**src/rtl/vga_pkg.sv**
```systemverilog
`default_nettype none
// +------------------------------------------------------------------+
// | vga_pkg : pattern-mode encoding and 24-bit colour bar palette    |
// | Rev 1.0 : initial release                                        |
// +------------------------------------------------------------------+
package vga_pkg;

  typedef enum logic [1:0] {
    PAT_VBARS = 2'd0,
    PAT_HBARS = 2'd1,
    PAT_CHECK = 2'd2,
    PAT_SOLID = 2'd3
  } pat_mode_e;

  localparam logic [23:0] PALETTE [8] = '{
    24'hFFFFFF,  // white
    24'hFFFF00,  // yellow
    24'h00FFFF,  // cyan
    24'h00FF00,  // green
    24'hFF00FF,  // magenta
    24'hFF0000,  // red
    24'h0000FF,  // blue
    24'h000000   // black
  };

endpackage
`default_nettype wire

```
**src/rtl/bar_palette.sv**
```systemverilog
`default_nettype none
// +------------------------------------------------------------------+
// | bar_palette : 3-bit palette index -> full-scale COLOR_W R/G/B    |
// | Rev 1.0 : initial release                                        |
// +------------------------------------------------------------------+
module bar_palette
  import vga_pkg::*;
#(
  parameter int COLOR_W = 8
) (
  input  logic [2:0]         idx,
  output logic [COLOR_W-1:0] red,
  output logic [COLOR_W-1:0] green,
  output logic [COLOR_W-1:0] blue
);

  logic [23:0] rgb24;

  // Palette channels are only ever 00 or FF, so the MSB fully describes each.
  always_comb begin
    rgb24 = PALETTE[idx];
    red   = {COLOR_W{rgb24[23]}};
    green = {COLOR_W{rgb24[15]}};
    blue  = {COLOR_W{rgb24[7]}};
  end

endmodule
`default_nettype wire

```
**src/rtl/color_bar_gen.sv**
```systemverilog
`default_nettype none
// +------------------------------------------------------------------+
// | color_bar_gen : frame-latched VGA test pattern generator         |
// | Rev 1.0 : initial release                                        |
// +------------------------------------------------------------------+
module color_bar_gen
  import vga_pkg::*;
#(
  parameter int HVID        = 640,
  parameter int VVID        = 480,
  parameter int NUM_BARS    = 8,
  parameter int COLOR_W     = 8,
  parameter int SCROLL_STEP = 4
) (
  input  logic               clk_25,
  input  logic               rst_n,
  input  logic               load_enable,
  input  logic [9:0]         horizontal_num,
  input  logic [9:0]         vertical_num,
  input  logic               frame_start,
  input  logic [1:0]         mode,
  input  logic [2:0]         solid_sel,
  input  logic               scroll_en,
  output logic [COLOR_W-1:0] red,
  output logic [COLOR_W-1:0] green,
  output logic [COLOR_W-1:0] blue
);

  localparam int XW    = $clog2(2 * HVID);
  localparam int BAR_W = HVID / NUM_BARS;
  localparam int BAR_H = VVID / NUM_BARS;

  generate
    if ((HVID % NUM_BARS) != 0 || (VVID % NUM_BARS) != 0) begin : g_bad_bars
      $error("HVID and VVID must both be divisible by NUM_BARS");
    end
    if (SCROLL_STEP >= HVID) begin : g_bad_step
      $error("SCROLL_STEP must be smaller than HVID");
    end
  endgenerate

  pat_mode_e         act_mode, mode_use;
  logic [2:0]        act_sel, sel_use;
  logic [XW-1:0]     scroll_off, off_sum, off_next, off_use;
  logic [XW-1:0]     x_sum, x;
  logic [2:0]        bx, by, idx;
  logic              blank;
  logic [COLOR_W-1:0] pal_r, pal_g, pal_b;

  // The frame_start pixel already sees the values being latched on that edge.
  always_comb begin
    off_sum  = scroll_off + XW'(SCROLL_STEP);
    off_next = (off_sum >= XW'(HVID)) ? off_sum - XW'(HVID) : off_sum;
    off_use  = (frame_start && scroll_en) ? off_next : scroll_off;
    mode_use = frame_start ? pat_mode_e'(mode) : act_mode;
    sel_use  = frame_start ? solid_sel : act_sel;
  end

  always_comb begin
    x_sum = XW'(horizontal_num) + off_use;
    x     = (x_sum >= XW'(HVID)) ? x_sum - XW'(HVID) : x_sum;
    bx    = 3'(x / XW'(BAR_W));
    by    = 3'(vertical_num / 10'(BAR_H));
    blank = load_enable || (XW'(horizontal_num) >= XW'(HVID)) ||
            (XW'(vertical_num) >= XW'(VVID));
  end

  // Checker cells with even bx+by are white, so the top-left cell is white.
  always_comb begin
    idx = 3'd7;
    case (mode_use)
      PAT_VBARS: idx = bx;
      PAT_HBARS: idx = by;
      PAT_CHECK: idx = (bx[0] ^ by[0]) ? 3'd7 : 3'd0;
      PAT_SOLID: idx = sel_use;
      default:   idx = 3'd7;
    endcase
  end

  bar_palette #(
    .COLOR_W (COLOR_W)
  ) u_palette (
    .idx   (idx),
    .red   (pal_r),
    .green (pal_g),
    .blue  (pal_b)
  );

  always_ff @(posedge clk_25 or negedge rst_n) begin
    if (!rst_n) begin
      act_mode   <= PAT_VBARS;
      act_sel    <= 3'd0;
      scroll_off <= '0;
    end else if (frame_start) begin
      act_mode <= pat_mode_e'(mode);
      act_sel  <= solid_sel;
      if (scroll_en) begin
        scroll_off <= off_next;
      end
    end
  end

  always_ff @(posedge clk_25 or negedge rst_n) begin
    if (!rst_n) begin
      red   <= '0;
      green <= '0;
      blue  <= '0;
    end else if (blank) begin
      red   <= '0;
      green <= '0;
      blue  <= '0;
    end else begin
      red   <= pal_r;
      green <= pal_g;
      blue  <= pal_b;
    end
  end

endmodule
`default_nettype wire

```
**config.mk**
```make
export PLATFORM = sky130hd
export DESIGN_NAME = color_bar_gen
export DESIGN_NICKNAME = d
export VERILOG_FILES = /design/src/rtl/vga_pkg.sv /design/src/rtl/bar_palette.sv /design/src/rtl/color_bar_gen.sv
export SDC_FILE = /design/constraint.sdc
export NUM_CORES = 1
export LEC_CHECK = 0
export CELL_PAD_IN_SITES_DETAIL_PLACEMENT = 1
export CELL_PAD_IN_SITES_GLOBAL_PLACEMENT = 1
export CORE_ASPECT_RATIO = 1.5
export CORE_MARGIN = 1
export CORE_UTILIZATION = 34
export DETAILED_ROUTE_END_ITERATION = 7
export PLACE_DENSITY_LB_ADDON = 0.2
export SLEW_MARGIN = 30
export SYNTH_ARGS = -nofsm -noshare
export SYNTH_HDL_FRONTEND = slang
export SYNTH_SLANG_ARGS = --single-unit
```
**constraint.sdc**
```tcl
create_clock -name clk_25 -period 5.2 [get_ports clk_25]
set_input_delay 1.56 -clock clk_25 [delete_from_list [all_inputs] [get_ports clk_25]]
set_output_delay 1.56 -clock clk_25 [all_outputs]
set_load 0.05 [all_outputs]
```
==> results of run 1 <==
-- logic make-up (layout without fill, tap and decap cells) --
kind of cell    after synthesis  count (layout)
simple gates                111             111
compound gates               93              93
fa+ha+maj                    18              18
buf+inv                      47             175
mux                          12              12
xor+xnor                     20              20
flops                        17              17
-- what timing repair did --
item                                    4_1_cts  5_1_grt
hold endpoints to repair                      0        0
endpoints found under the setup margin        3        3
setup buffers                                23        8
resized for setup                            46       36
pin swaps                                    30       24
cloned                                        0        0
-- worst min-delay path by stage --
stage / start / endpoint / slack, ps / cells past startpoint
3_3_place_gp: act_sel[1] / act_sel[1] / 480 / 2
2_1_floorplan: act_sel[1] / act_sel[1] / 450 / 2
4_1_cts: act_sel[1] / act_sel[1] / 500 / 2
5_1_grt: act_sel[0] / act_sel[0] / 530 / 1
6_report: act_sel[1] / act_sel[1] / 490 / 2
3_5_place_dp: act_sel[1] / act_sel[1] / 480 / 2
-- area by class of cell --
cell class,count,share of cell area [%]
Sequential cell,17,10.43
Multi-Input combinational cell,254,52.20
Timing Repair Buffer,158,32.52
Clock inverter,1,0.1220
Inverter,13,1.342
Clock buffer,3,1.007
Tap cell,78,2.380
-- through the flow --
step / cell area [µm²] / setup slack, ps / TNS, ps / hold WS, ps
3_3_place_gp: 3513 / -1033 / -3056 / 476.9
6_report: 4101 / -490.9 / -1425 / 494.0
4_1_cts: 3867 / -407.0 / -1167 / 496.0
2_1_floorplan: 2581 / -468.9 / -1402 / 447.1
5_1_grt: 4101 / -757.4 / -2201 / 525.1
3_5_place_dp: 3513 / -1155 / -3342 / 480.3
-- per-layer routing --
layer | track usage, % | part of all wire (%) | vias to the layer above
met4 | 5.000 | 2.2 | 0
met1 | 24.40 | 40 | 1406
met3 | 1.043 | 1.6 | 16
li1 | - | - | 1403
met5 | 0 | 0 | -
met2 | 44.15 | 56 | 49
-- cell usage after synthesis, drive strengths merged, types with 5 or more instances --
| master | number |
|---|---|
| a211oi | 6 |
| a21oi | 18 |
| a31oi | 5 |
| and2 | 7 |
| and3 | 5 |
| buf | 27 |
| clkbuf | 7 |
| dfrtp | 17 |
| ha | 13 |
| inv | 12 |
| mux2 | 8 |
| nand2 | 22 |
| nand3 | 12 |
| nor2 | 24 |
| nor3 | 9 |
| o21ai | 27 |
| o31ai | 6 |
| or2 | 5 |
| xnor2 | 14 |
| xor2 | 6 |
-- registers in the layout, summed over array words and instances (netlist names) --
register and count:
red 1, green 1, act_mode 2, scroll_off 9, act_sel 3, blue 1
-- cell usage in the layout, fill, tap and decap left out, drive strengths merged, types with 4 or more instances in the layout --
cell type      netlist  final
clkdlybuf4s50        0     48
nor2                24     24
dfrtp               17     17
maj3                 4      4
mux2i                4      4
buf                 27    109
a21oi               18     18
and2                 7      7
nand2               22     22
or2                  5      5
nand3               12     12
inv                 12     12
xnor2               14     14
o21a                 4      4
and3                 5      5
ha                  13     13
mux2                 8      8
o31ai                6      6
o21ai               27     27
nand2b               4      4
a31oi                5      5
nor2b                4      4
nor3                 9      9
a211oi               6      6
xor2                 6      6
-- worst max-delay path, delay by kind of cell (launching register included) --
| family | cells | cell delay, ps |
|---|---|---|
| AND/OR/NAND/NOR | 12 | 2260 |
| AO/OA/AOI/OAI | 7 | 1160 |
| buffers and inverters | 5 | 670 |
| multiplexers | 2 | 570 |
| flip-flops | 1 | 420 |
| XOR/XNOR | 2 | 300 |
| adder cells (fa/ha/maj) | 1 | 220 |
==> out/qor.csv, run 1 <==
metric;value;unit
status;finished with violations;
failing checks;setup timing;
dominant cells by area after synthesis;dfrtp_1 17%, buf_4 6.7%, ha_1 6.6%, xnor2_1 5.0%, o21ai_0 4.7%;
CP endpoint kind;register;
crit path time final;5691;ps
Total GRT Usage;21.94;%
Final WS setup;-490.9;ps
drt total wl;9067;µm
achievable frequency;0.1757;GHz
largest net degree at the start of global routing;18;
setup slack, reg-to-reg;-490;ps
Crit Reg-Reg Startpoint;scroll_off[3];
initial antenna violation count;0;
final setup vio count;3;
IO Port Bufs;51;
DRC violations left;0;
non-filler instance count after layout;524;
Clock Root Buffer;clkbuf_8;
Slowest-stage cell, CP;or4_4;
vias in the first global route;3001;
crit path to;blue[6];
drt first pass iters;4;
Startpoint Class;register;
die height;106.1;µm
main combinational cell family by area after synthesis;compound AO/OA/AOI/OAI gates;
CP Class;register to register;
Crit path arrival time;5860;ps
grt ovf;0;
cts bufs inserted;3;
WP data required;5370;ps
Synth Area in Compound Gates;26.26;%
worst slew pin tran;792.3;ps
H-tree depth;1;
RSZ-0062 raised after global routing;yes;
Iteration-0 DRC Markers;111;
Ports;54;
Final Max Slew Viols;0;
post-synth top area share;17.30;%
cells after synthesis;318;
nets;491;
share of flip-flops with an asynchronous set or reset;100.0;%
Clock transition at path regs;70;ps
ANT cells;0;
max incr delay on CP;530;ps
#FFs+latches synth;17;
Vias;2874;
Avg Inst Size Synth;7.731;µm²
FF/Latch Area;427.9;µm²
period utilization;109.4;%
clock tree sinks;17;
num rows;37;
Core Region;6944;µm²
xor and xnor area share after synthesis;7.125;%
HP Class;register to register;
synthesized area;2459;µm²
RR Endpoint;blue[6];
clock buffer depth;2;
Post-DRT Antenna Nets;0;
Crit. Startpoint;scroll_off[3];
DIE WIDTH;71.43;µm
area grow syn2layout;66.82;%
Initial Utilization;35.41;%
Skew-Pair Late Insertion Delay;250;ps
post-synth top area cell;dfrtp_1;
clk_skew;2.675;ps
reg2reg path depth;29;
Adder-Cell Fraction of Synth Area;9.059;%
Yosys cell types;72;
Detail Placement HPWL;6104;µm
Fillers;814;
Vias/cell;5.485;
area occupied by multi-input gates;2141;µm²
post-layout util;59.06;%
CTS tree;yes;
Placed Cells incl. Taps;489;
Worst slew margin;47.01;%
Synth Net Count;362;
mux cell area share after synthesis;5.445;%
CP most frequent cell;buf_4;
cts hold-fix bufs;0;
wire per inst;17.30;µm
die area;7582;µm²
Simple-Gate Fraction of Synth Area;24.12;%
YS warnings;0;
Worst Path Max Fanout;5;
share of layout cells above drive strength 1;44.62;%
first-pass GRT wire length;13550;µm
register area share after synthesis;17.30;%
max cap viols;0;
Post-synth top flop;dfrtp_1;
Placer Congestion;0.8081;
final hold vios;0;
EDFF count, synth;0;
Power of run 1 is not shown: default switching activity piles up to over one toggle a cycle in this logic, so the estimate is an artifact.
==> inputs of run 2 (changes only) <==
--- a/config.mk
+++ b/config.mk
@@ -7,7 +7,7 @@
 export LEC_CHECK = 0
 export CELL_PAD_IN_SITES_DETAIL_PLACEMENT = 1
 export CELL_PAD_IN_SITES_GLOBAL_PLACEMENT = 1
-export CORE_ASPECT_RATIO = 1.5
+export CORE_ASPECT_RATIO = 1.75
 export CORE_MARGIN = 1
 export CORE_UTILIZATION = 34
 export DETAILED_ROUTE_END_ITERATION = 7
@@ -16,3 +16,4 @@
 export SYNTH_ARGS = -nofsm -noshare
 export SYNTH_HDL_FRONTEND = slang
 export SYNTH_SLANG_ARGS = --single-unit
+export TNS_END_PERCENT = 1
==> out/qor.csv, run 2 (synthesis gave the netlist of run 1 again) <==
metric;value;unit
Total GRT Usage;22.30;%
Clock transition at path regs;50;ps
area grow syn2layout;59.64;%
CP Class;register to register;
final hold vios;0;
WP data required;5330;ps
crit path time final;5625;ps
CP endpoint kind;register;
critical path's top delay family;compound AO/OA/AOI/OAI gates;
max incr delay on CP;440;ps
Clock Root Buffer;clkbuf_16;
clock tree sinks;17;
Core Region;6907;µm²
post-layout util;56.83;%
period utilization;108.2;%
Worst slew margin;47.37;%
Top Registers;scroll_off x9, act_sel x3, act_mode x2;
Crit path buffers/inverters;5;
clk_skew;0.6501;ps
cell area after layout;3925;µm²
first-pass GRT wire length;13170;µm
Vias/cell;5.491;
H-tree depth;1;
DIE WIDTH;66.28;µm
HP Class;register to register;
DRC violations left;0;
Iteration-0 DRC Markers;54;
RSZ-0062 raised after global routing;yes;
wire per inst;16.28;µm
Crit. Startpoint;scroll_off[3];
Crit path arrival time;5760;ps
Ports;54;
Final WS setup;-424.8;ps
final setup vio count;3;
commonest non-fill, non-tap cells in the layout;84 x buf_4, 49 x clkdlybuf4s50_1, 20 x nor2_1, 17 x nand2_1, 16 x o21ai_0;
CP most frequent cell;nor2_1;
grt ovf;0;
max reg flops;9;
Startpoint Class;register;
nets;472;
vias in the first global route;2921;
Detail Placement HPWL;6403;µm
status;finished with violations;
CTS tree;yes;
largest net degree at the start of global routing;18;
achievable frequency;0.1778;GHz
Final Max Slew Viols;0;
Crit Reg-Reg Startpoint;scroll_off[3];
drt total wl;8319;µm
Slowest-stage cell, CP;dfrtp_2;
initial antenna violation count;0;
clock buffer depth;2;
Worst Path Max Fanout;8;
Post-DRT Antenna Nets;0;
num rows;40;
ANT cells;0;
Initial Utilization;35.60;%
die area;7588;µm²
hold_sp;act_sel[1];
worst slew pin tran;786.9;ps
Vias;2806;
cts bufs inserted;3;
Largest Register;scroll_off;
Setup TNS Final;-1253;ps
drt first pass iters;3;
failing checks;setup timing;
max cap viols;0;
IO Port Bufs;51;
Fillers;832;
Skew-Pair Late Insertion Delay;260;ps
most common cell after layout, fill and taps aside;buf_4;
Placer Congestion;0.7977;
Placed Area;3500;µm²
share of layout cells above drive strength 1;40.75;%
die height;114.5;µm
dpl ws;-1182;ps
cts hold-fix bufs;0;
==> run 2: area by class of cell <==
class / count / area, µm² / share of cell area, %
repair buffers: 139 / 1189 / 30.28
flip-flops and latches: 17 / 427.9 / 10.90
well taps: 84 / 105.1 / 2.678
inverters: 13 / 55.05 / 1.403
clock inverters: 1 / 5.005 / 0.1275
multi-input cells: 254 / 2068 / 52.69
clock buffers: 3 / 75.07 / 1.913
==> run 2: repair_timing <==
item,4_1_cts,5_1_grt
buffers inserted,12,2
setup endpoints to repair,3,3
gates resized for setup,42,27
pin swaps,22,19
==> run 2: final timing paths <==
| kind | end | slack (ps) | cells after the start |
|---|---|---|---|
| max | red[6] | -420 | 32 |
| min | act_sel[1] | 480 | 2 |
| max reg2reg | red[6] | -420 | 32 |
| min reg2reg | act_sel[1] | 480 | 2 |
| max in group asynchronous | scroll_off[2] | 2900 | 1 |
| min in group asynchronous | act_sel[1] | 1760 | 1 |
==> run 2: per-stage QoR <==
stage	hold slack [ps]	instances
finish	482.0	511
detailed placement	481.5	493
global route	529.5	511
floorplan	447.1	318
global placement	466.7	493
CTS	493.4	509
==> run 2: routing by layer <==
metal | GRT usage [%] | up-vias | part of all wire (%)
met4 | 10.64 | 0 | 3.5
met1 | 22.07 | 1380 | 37
met2 | 44.63 | 45 | 58
met3 | 1.195 | 17 | 1.6
met5 | 0 | - | 0
li1 | - | 1364 | -
==> run 2: worst reg2reg max path, delay by kind of cell (launching register included) <==
| family | cells | cell delay (ps) |
|---|---|---|
| multiplexers | 2 | 480 |
| AND/OR/NAND/NOR | 12 | 1510 |
| flip-flops | 1 | 440 |
| buffers and inverters | 5 | 500 |
| AO/OA/AOI/OAI | 10 | 1820 |
| adder cells (fa/ha/maj) | 3 | 740 |
Power of run 2 is left out for the same reason.
